`src/rtl/imem_loader.sv`:
```
// -----------------------------------------------------------------------------
// imem_loader
//
// Boot-time writer for the instruction memory. It receives a byte stream from
// a host bridge (UART/JTAG) and writes big-endian 32-bit instruction words to
// consecutive word addresses. The CPU core is held in reset until a complete
// program has been written.
//
// Stream layout: 2-byte word count N (high byte first), then 4*N data bytes.
// The first byte of each word lands in bits [31:24].
//
// Ports:
//   clk        system clock, rising edge
//   reset      synchronous, active-high reset
//   start      single-cycle pulse that begins a new load (ignored while busy)
//   in_data    stream byte
//   in_valid   in_data is valid
//   in_ready   loader accepts a byte this cycle
//   mem_we     instruction memory write enable (one cycle per word)
//   mem_addr   instruction memory word address
//   mem_wdata  instruction word to write
//   cpu_reset  hold the CPU core in reset
//   busy       load in progress
//   done       sticky, last load completed successfully
//   error      sticky, last load aborted (bad length or timeout)
//   word_count words written in the current/last load
// -----------------------------------------------------------------------------
module imem_loader #(
  parameter int ADDR_W  = 10,
  parameter int TIMEOUT = 1000000
) (
  input  logic              clk,
  input  logic              reset,
  input  logic              start,
  input  logic [7:0]        in_data,
  input  logic              in_valid,
  output logic              in_ready,
  output logic              mem_we,
  output logic [ADDR_W-1:0] mem_addr,
  output logic [31:0]       mem_wdata,
  output logic              cpu_reset,
  output logic              busy,
  output logic              done,
  output logic              error,
  output logic [ADDR_W:0]   word_count
);

  // Counter only needs to hold TIMEOUT-1; TIMEOUT >= 2 keeps this >= 1 bit.
  localparam int                TMO_W     = $clog2(TIMEOUT);
  localparam logic [TMO_W-1:0]  TMO_LAST  = TMO_W'(TIMEOUT - 1);
  localparam logic [32:0]       MAX_WORDS = 33'd1 << ADDR_W;

  typedef enum logic [2:0] {
    S_IDLE,
    S_LEN_HI,
    S_LEN_LO,
    S_DATA,
    S_WRITE,
    S_DONE,
    S_ERROR
  } state_t;

  state_t            state_q, state_d;
  logic [15:0]       len_q, len_d;
  logic [23:0]       shift_q, shift_d;      // first three bytes of the word
  logic [1:0]        byte_idx_q, byte_idx_d;
  logic [TMO_W-1:0]  tmo_q, tmo_d;
  logic [ADDR_W-1:0] addr_q, addr_d;
  logic [31:0]       wdata_q, wdata_d;
  logic [ADDR_W:0]   count_q, count_d;

  logic in_ready_q, mem_we_q, cpu_reset_q, busy_q, done_q, error_q;

  logic              accept;
  logic [15:0]       len_new;
  logic [ADDR_W:0]   count_inc;

  assign accept    = in_valid && in_ready_q;
  assign len_new   = {len_q[15:8], in_data};
  assign count_inc = count_q + (ADDR_W + 1)'(1);

  always_comb begin
    state_d    = state_q;
    len_d      = len_q;
    shift_d    = shift_q;
    byte_idx_d = byte_idx_q;
    tmo_d      = tmo_q;
    addr_d     = addr_q;
    wdata_d    = wdata_q;
    count_d    = count_q;

    case (state_q)
      S_IDLE, S_DONE, S_ERROR: begin
        if (start) begin
          state_d = S_LEN_HI;
          tmo_d   = '0;
          count_d = '0;
          addr_d  = '0;
        end
      end

      S_LEN_HI: begin
        if (accept) begin
          len_d[15:8] = in_data;
          state_d     = S_LEN_LO;
        end
      end

      S_LEN_LO: begin
        if (accept) begin
          len_d = len_new;
          if (len_new == 16'd0) begin
            state_d = S_DONE;
          end else if (33'(len_new) > MAX_WORDS) begin
            state_d = S_ERROR;
          end else begin
            state_d    = S_DATA;
            byte_idx_d = 2'd0;
          end
        end
      end

      S_DATA: begin
        if (accept) begin
          shift_d    = {shift_q[15:0], in_data};
          byte_idx_d = byte_idx_q + 2'd1;
          if (byte_idx_q == 2'd3) begin
            wdata_d = {shift_q, in_data};
            state_d = S_WRITE;
          end
        end
      end

      S_WRITE: begin
        count_d = count_inc;
        if (33'(count_inc) == 33'(len_q)) begin
          // Address stays on the last word so it never wraps past the top.
          state_d = S_DONE;
        end else begin
          state_d = S_DATA;
          addr_d  = addr_q + ADDR_W'(1);
        end
      end

      default: state_d = S_IDLE;
    endcase

    // Idle watchdog: runs in every byte-receiving state; WRITE never counts.
    // On expiry the partial word is simply abandoned, so no write is issued.
    if (state_q == S_LEN_HI || state_q == S_LEN_LO || state_q == S_DATA) begin
      if (accept) begin
        tmo_d = '0;
      end else if (tmo_q == TMO_LAST) begin
        state_d = S_ERROR;
      end else begin
        tmo_d = tmo_q + TMO_W'(1);
      end
    end
  end

  always_ff @(posedge clk) begin
    if (reset) begin
      state_q    <= S_IDLE;
      len_q      <= '0;
      shift_q    <= '0;
      byte_idx_q <= '0;
      tmo_q      <= '0;
      addr_q     <= '0;
      wdata_q    <= '0;
      count_q    <= '0;
    end else begin
      state_q    <= state_d;
      len_q      <= len_d;
      shift_q    <= shift_d;
      byte_idx_q <= byte_idx_d;
      tmo_q      <= tmo_d;
      addr_q     <= addr_d;
      wdata_q    <= wdata_d;
      count_q    <= count_d;
    end
  end

  // Status outputs are decoded from the next state so they are registered
  // yet line up exactly with the state they describe.
  always_ff @(posedge clk) begin
    if (reset) begin
      in_ready_q  <= 1'b0;
      mem_we_q    <= 1'b0;
      cpu_reset_q <= 1'b1;
      busy_q      <= 1'b0;
      done_q      <= 1'b0;
      error_q     <= 1'b0;
    end else begin
      in_ready_q  <= (state_d == S_LEN_HI) || (state_d == S_LEN_LO) ||
                     (state_d == S_DATA);
      mem_we_q    <= (state_d == S_WRITE);
      cpu_reset_q <= (state_d != S_DONE);
      busy_q      <= (state_d == S_LEN_HI) || (state_d == S_LEN_LO) ||
                     (state_d == S_DATA)   || (state_d == S_WRITE);
      done_q      <= (state_d == S_DONE);
      error_q     <= (state_d == S_ERROR);
    end
  end

  assign in_ready   = in_ready_q;
  assign mem_we     = mem_we_q;
  assign mem_addr   = addr_q;
  assign mem_wdata  = wdata_q;
  assign cpu_reset  = cpu_reset_q;
  assign busy       = busy_q;
  assign done       = done_q;
  assign error      = error_q;
  assign word_count = count_q;

endmodule

```
`config.mk`:
```
export PLATFORM = sky130hd
export DESIGN_NAME = imem_loader
export DESIGN_NICKNAME = d
export VERILOG_FILES = /design/src/rtl/imem_loader.sv
export SDC_FILE = /design/constraint.sdc
export NUM_CORES = 1
export LEC_CHECK = 0
export CAP_MARGIN = 10
export CORE_MARGIN = 2
export CORE_UTILIZATION = 55
export DETAILED_ROUTE_END_ITERATION = 10
export GPL_ROUTABILITY_DRIVEN = 0
export PLACE_DENSITY = 0.79
export SLEW_MARGIN = 25
export SYNTH_ARGS = -nofsm -noshare
export SYNTH_HDL_FRONTEND = slang
export SYNTH_SLANG_ARGS = --single-unit
```
`constraint.sdc`:
```
create_clock -name clk -period 4.3 [get_ports clk]
set_clock_uncertainty 0.15 [all_clocks]
set_input_delay 0.86 -clock clk [delete_from_list [all_inputs] [get_ports clk]]
set_output_delay 0.86 -clock clk [all_outputs]
set_load 0.05 [all_outputs]
```
==> metrics <==
status complete, no violations; Simple-Gate Fraction of Synth Area 0.291; starting density of the core 0.566; power share of the clock group 0.487; largest family of logic cells by synthesized area simple AND/OR/NAND/NOR gates; Routed WL 13.7 mm; synth warn 0; Psw 0.000631 W; CTS resizes 0; Fillers 816; Hold Buf Count CTS 0; post-synthesis sequential area ratio 0.451; vias 5200; Finished Layout Cells 910; area of the die 0.0108 mm^2; first-pass GRT wire length 22.7 mm; crit-path cells ha_1 > nand3_1 > or4_1 > a21oi_1 > nor3_2 > nor2_2 > a21boi_1 > nor3_2; CP top delay family simple AND/OR/NAND/NOR gates; synthesized flop and latch total 124; htree depth 4; main flop type after synthesis dfxtp_1; crit start category flip-flop; initial antenna violation count 0; Post-synth EDFFs 0; Syn Std Cell Area 0.00551 mm^2; largest net degree at the start of global routing 73; Register-to-Register Setup Slack 1.21 ns; post-synthesis mux area share 0.0184; Crit Path Category flip-flop to flip-flop; Post-Synth XOR/XNOR Area 0.0255; Hold Fails Final Rpt 0; DR WL/cell 15.0 um; postcts setup bufs 0; vias in the first global route 4763; RSZ-0062 raised after global routing false; Period minus WS final 3.09 ns; HPWL after DPL 9.33 mm; Core Region 0.00973 mm^2; IO Port Bufs 70; Max clock buf depth 2; Sink Count 124; Sequential cell area 0.00248 mm^2; Initial DRT Pass Iterations 5; ANT cells 0; Die Wd 104 um; Slew Viols, Final 0; CTS tree yes; Hold/Removal Path Class flip-flop to flip-flop; footprint of the multi-input gates 0.00284 mm^2; Final Setup Violations 0; Crit path top cell by count nor3_2; Cells after Synth 706; Max-slew headroom 0.466; Avg Cell Area, Syn 7.80 um^2; Tcrit/Tclk final 0.719; post-route DRC violation count 0; critical path buffer and inverter count 0; Sw Share 0.248; Comb power frac 0.054; Max Clk Rate 0.323 GHz; fraction of layout instances using a drive strength above 1 0.0759; max_cap viols 0; Post-DRT Antenna Nets 0; Overall Global Routing Usage 0.252; IO Pins 71; Distinct cells, synth 60; compound-gate portion of the synthesized area 0.172; ys async rst share 0; crit path max fanout 14; Max stage delay on crit path 0.59 ns; setup tns final 0 ns; root buffer cell clkbuf_8; most common cell after layout, fill and taps aside nand2_1; Crit-path slowest cell or4_1; P&R area growth vs syn 23.3%; pwr/cell area 374 mW/mm^2; Reg power frac 0.459; setup ws final 1.21 ns; clk slew on worst S/H paths 0.06 ns; CTS Buf Count 17; FP Rows 36; post-DR vias/cell 5.71; Iter 0 DRT Violations 362; Pwr Total 0.00254 W; DIE HEIGHT 104 um; worst slew pin tran 0.798 ns; worst skew pair latency 0.51 ns; Pleak 2.24 nW; WHS 0.301 ns; Inst Count DP 878; total gr overflow 0; Worst EP arrival 3.38 ns; fin nets 780; pre-CTS WS 0.786 ns; Cell Int Power 0.00191 W; Net Count, Synth 722; CP Capture Type flip-flop; worst endpoint required time 4.59 ns; peak supply drop 0.310 mV; commonest non-fill, non-tap cells in the layout nand2_1, dfxtp_1, a21oi_1; Post-Synth Adder-Cell Area 0.00909
[path summary, 6_finish.rpt]
path | from | to | cells past startpoint
setup / recovery | word_count[0] | mem_we | 8
hold reg to reg | shift_q[22] | mem_wdata[30] | 2
hold / removal | shift_q[22] | mem_wdata[30] | 2
setup reg to reg | word_count[0] | mem_we | 8
[state kept, by name (all words and copies together), names as in the netlist, 2 cells and up]
register    flops
tmo_q          20
len_q          16
shift_q        24
mem_addr       10
byte_idx_q      2
mem_wdata      32
state_q         3
word_count     11
[tightest hold or removal path: cells and delay by family (launching register included)]
kind	cells	cell delay [ns]
simple gates	1	0.05
compound gates	1	0.05
flops	1	0.31
[per-stage QoR]
stage                     area [um^2]  utilization
after floorplan                  5510            -
after global placement           6270        0.645
after detailed placement         6270        0.645
after CTS                        6790        0.698
after global routing             6790        0.698
final                            6790        0.698
[area by class of cell]
type                    count  share of cell area
clock inverters            13              0.0138
multi-input cells         537               0.419
well taps                 133              0.0245
flip-flops and latches    124               0.366
inverters                   5             0.00276
clock buffers              19              0.0621
repair buffers             79               0.112
[power by group through the flow]
stage	clock network (W)	logic (W)	registers [W]
2_1_floorplan	0	0.0000850	0.00119
3_3_place_gp	0	0.000129	0.00119
3_5_place_dp	0	0.000134	0.00119
4_1_cts	0.00125	0.000134	0.00117
5_1_grt	0.00130	0.000150	0.00117
6_report	0.00124	0.000136	0.00117
[cells by family after synthesis]
family,count (synthesis)
mux,10
xor+xnor,16
flops,124
buf+inv,45
compound gates,165
fa+ha+maj,4
simple gates,342
[Yosys cell counts, drive strengths merged (2+ instances only)]
master   count  share of area
a211oi       2         0.0027
a21oi       95          0.087
a311oi       3         0.0048
a31oi        7         0.0080
a32oi        2         0.0032
and2         6         0.0068
and3         9          0.010
and4         2         0.0032
buf          4         0.0050
clkbuf      36          0.025
dfxtp      124           0.45
ha           4         0.0091
inv          5         0.0034
mux2i        9          0.016
nand2      175           0.12
nand2b       5         0.0057
nand3       17          0.018
nand3b       4         0.0055
nand4        8          0.010
nor2        59          0.042
nor2b        6         0.0068
nor3        20          0.022
nor4         7         0.0091
o2111ai      3         0.0048
o211ai       7         0.0095
o21a         3         0.0041
o21ai       28          0.025
o31a         2         0.0032
o31ai        3         0.0041
or2          5         0.0061
or3          7         0.0080
or4         10          0.015
xnor2       14          0.022
xor2         2         0.0032
[metal layers]
| layer | share of wire | global-route usage |
|---|---|---|
| met5 | 0 | 0 |
| met4 | 0.013 | 0.0714 |
| met3 | 0.056 | 0.0652 |
| met2 | 0.50 | 0.420 |
| met1 | 0.44 | 0.324 |
Note: power is estimated with default switching activity, not from simulation.
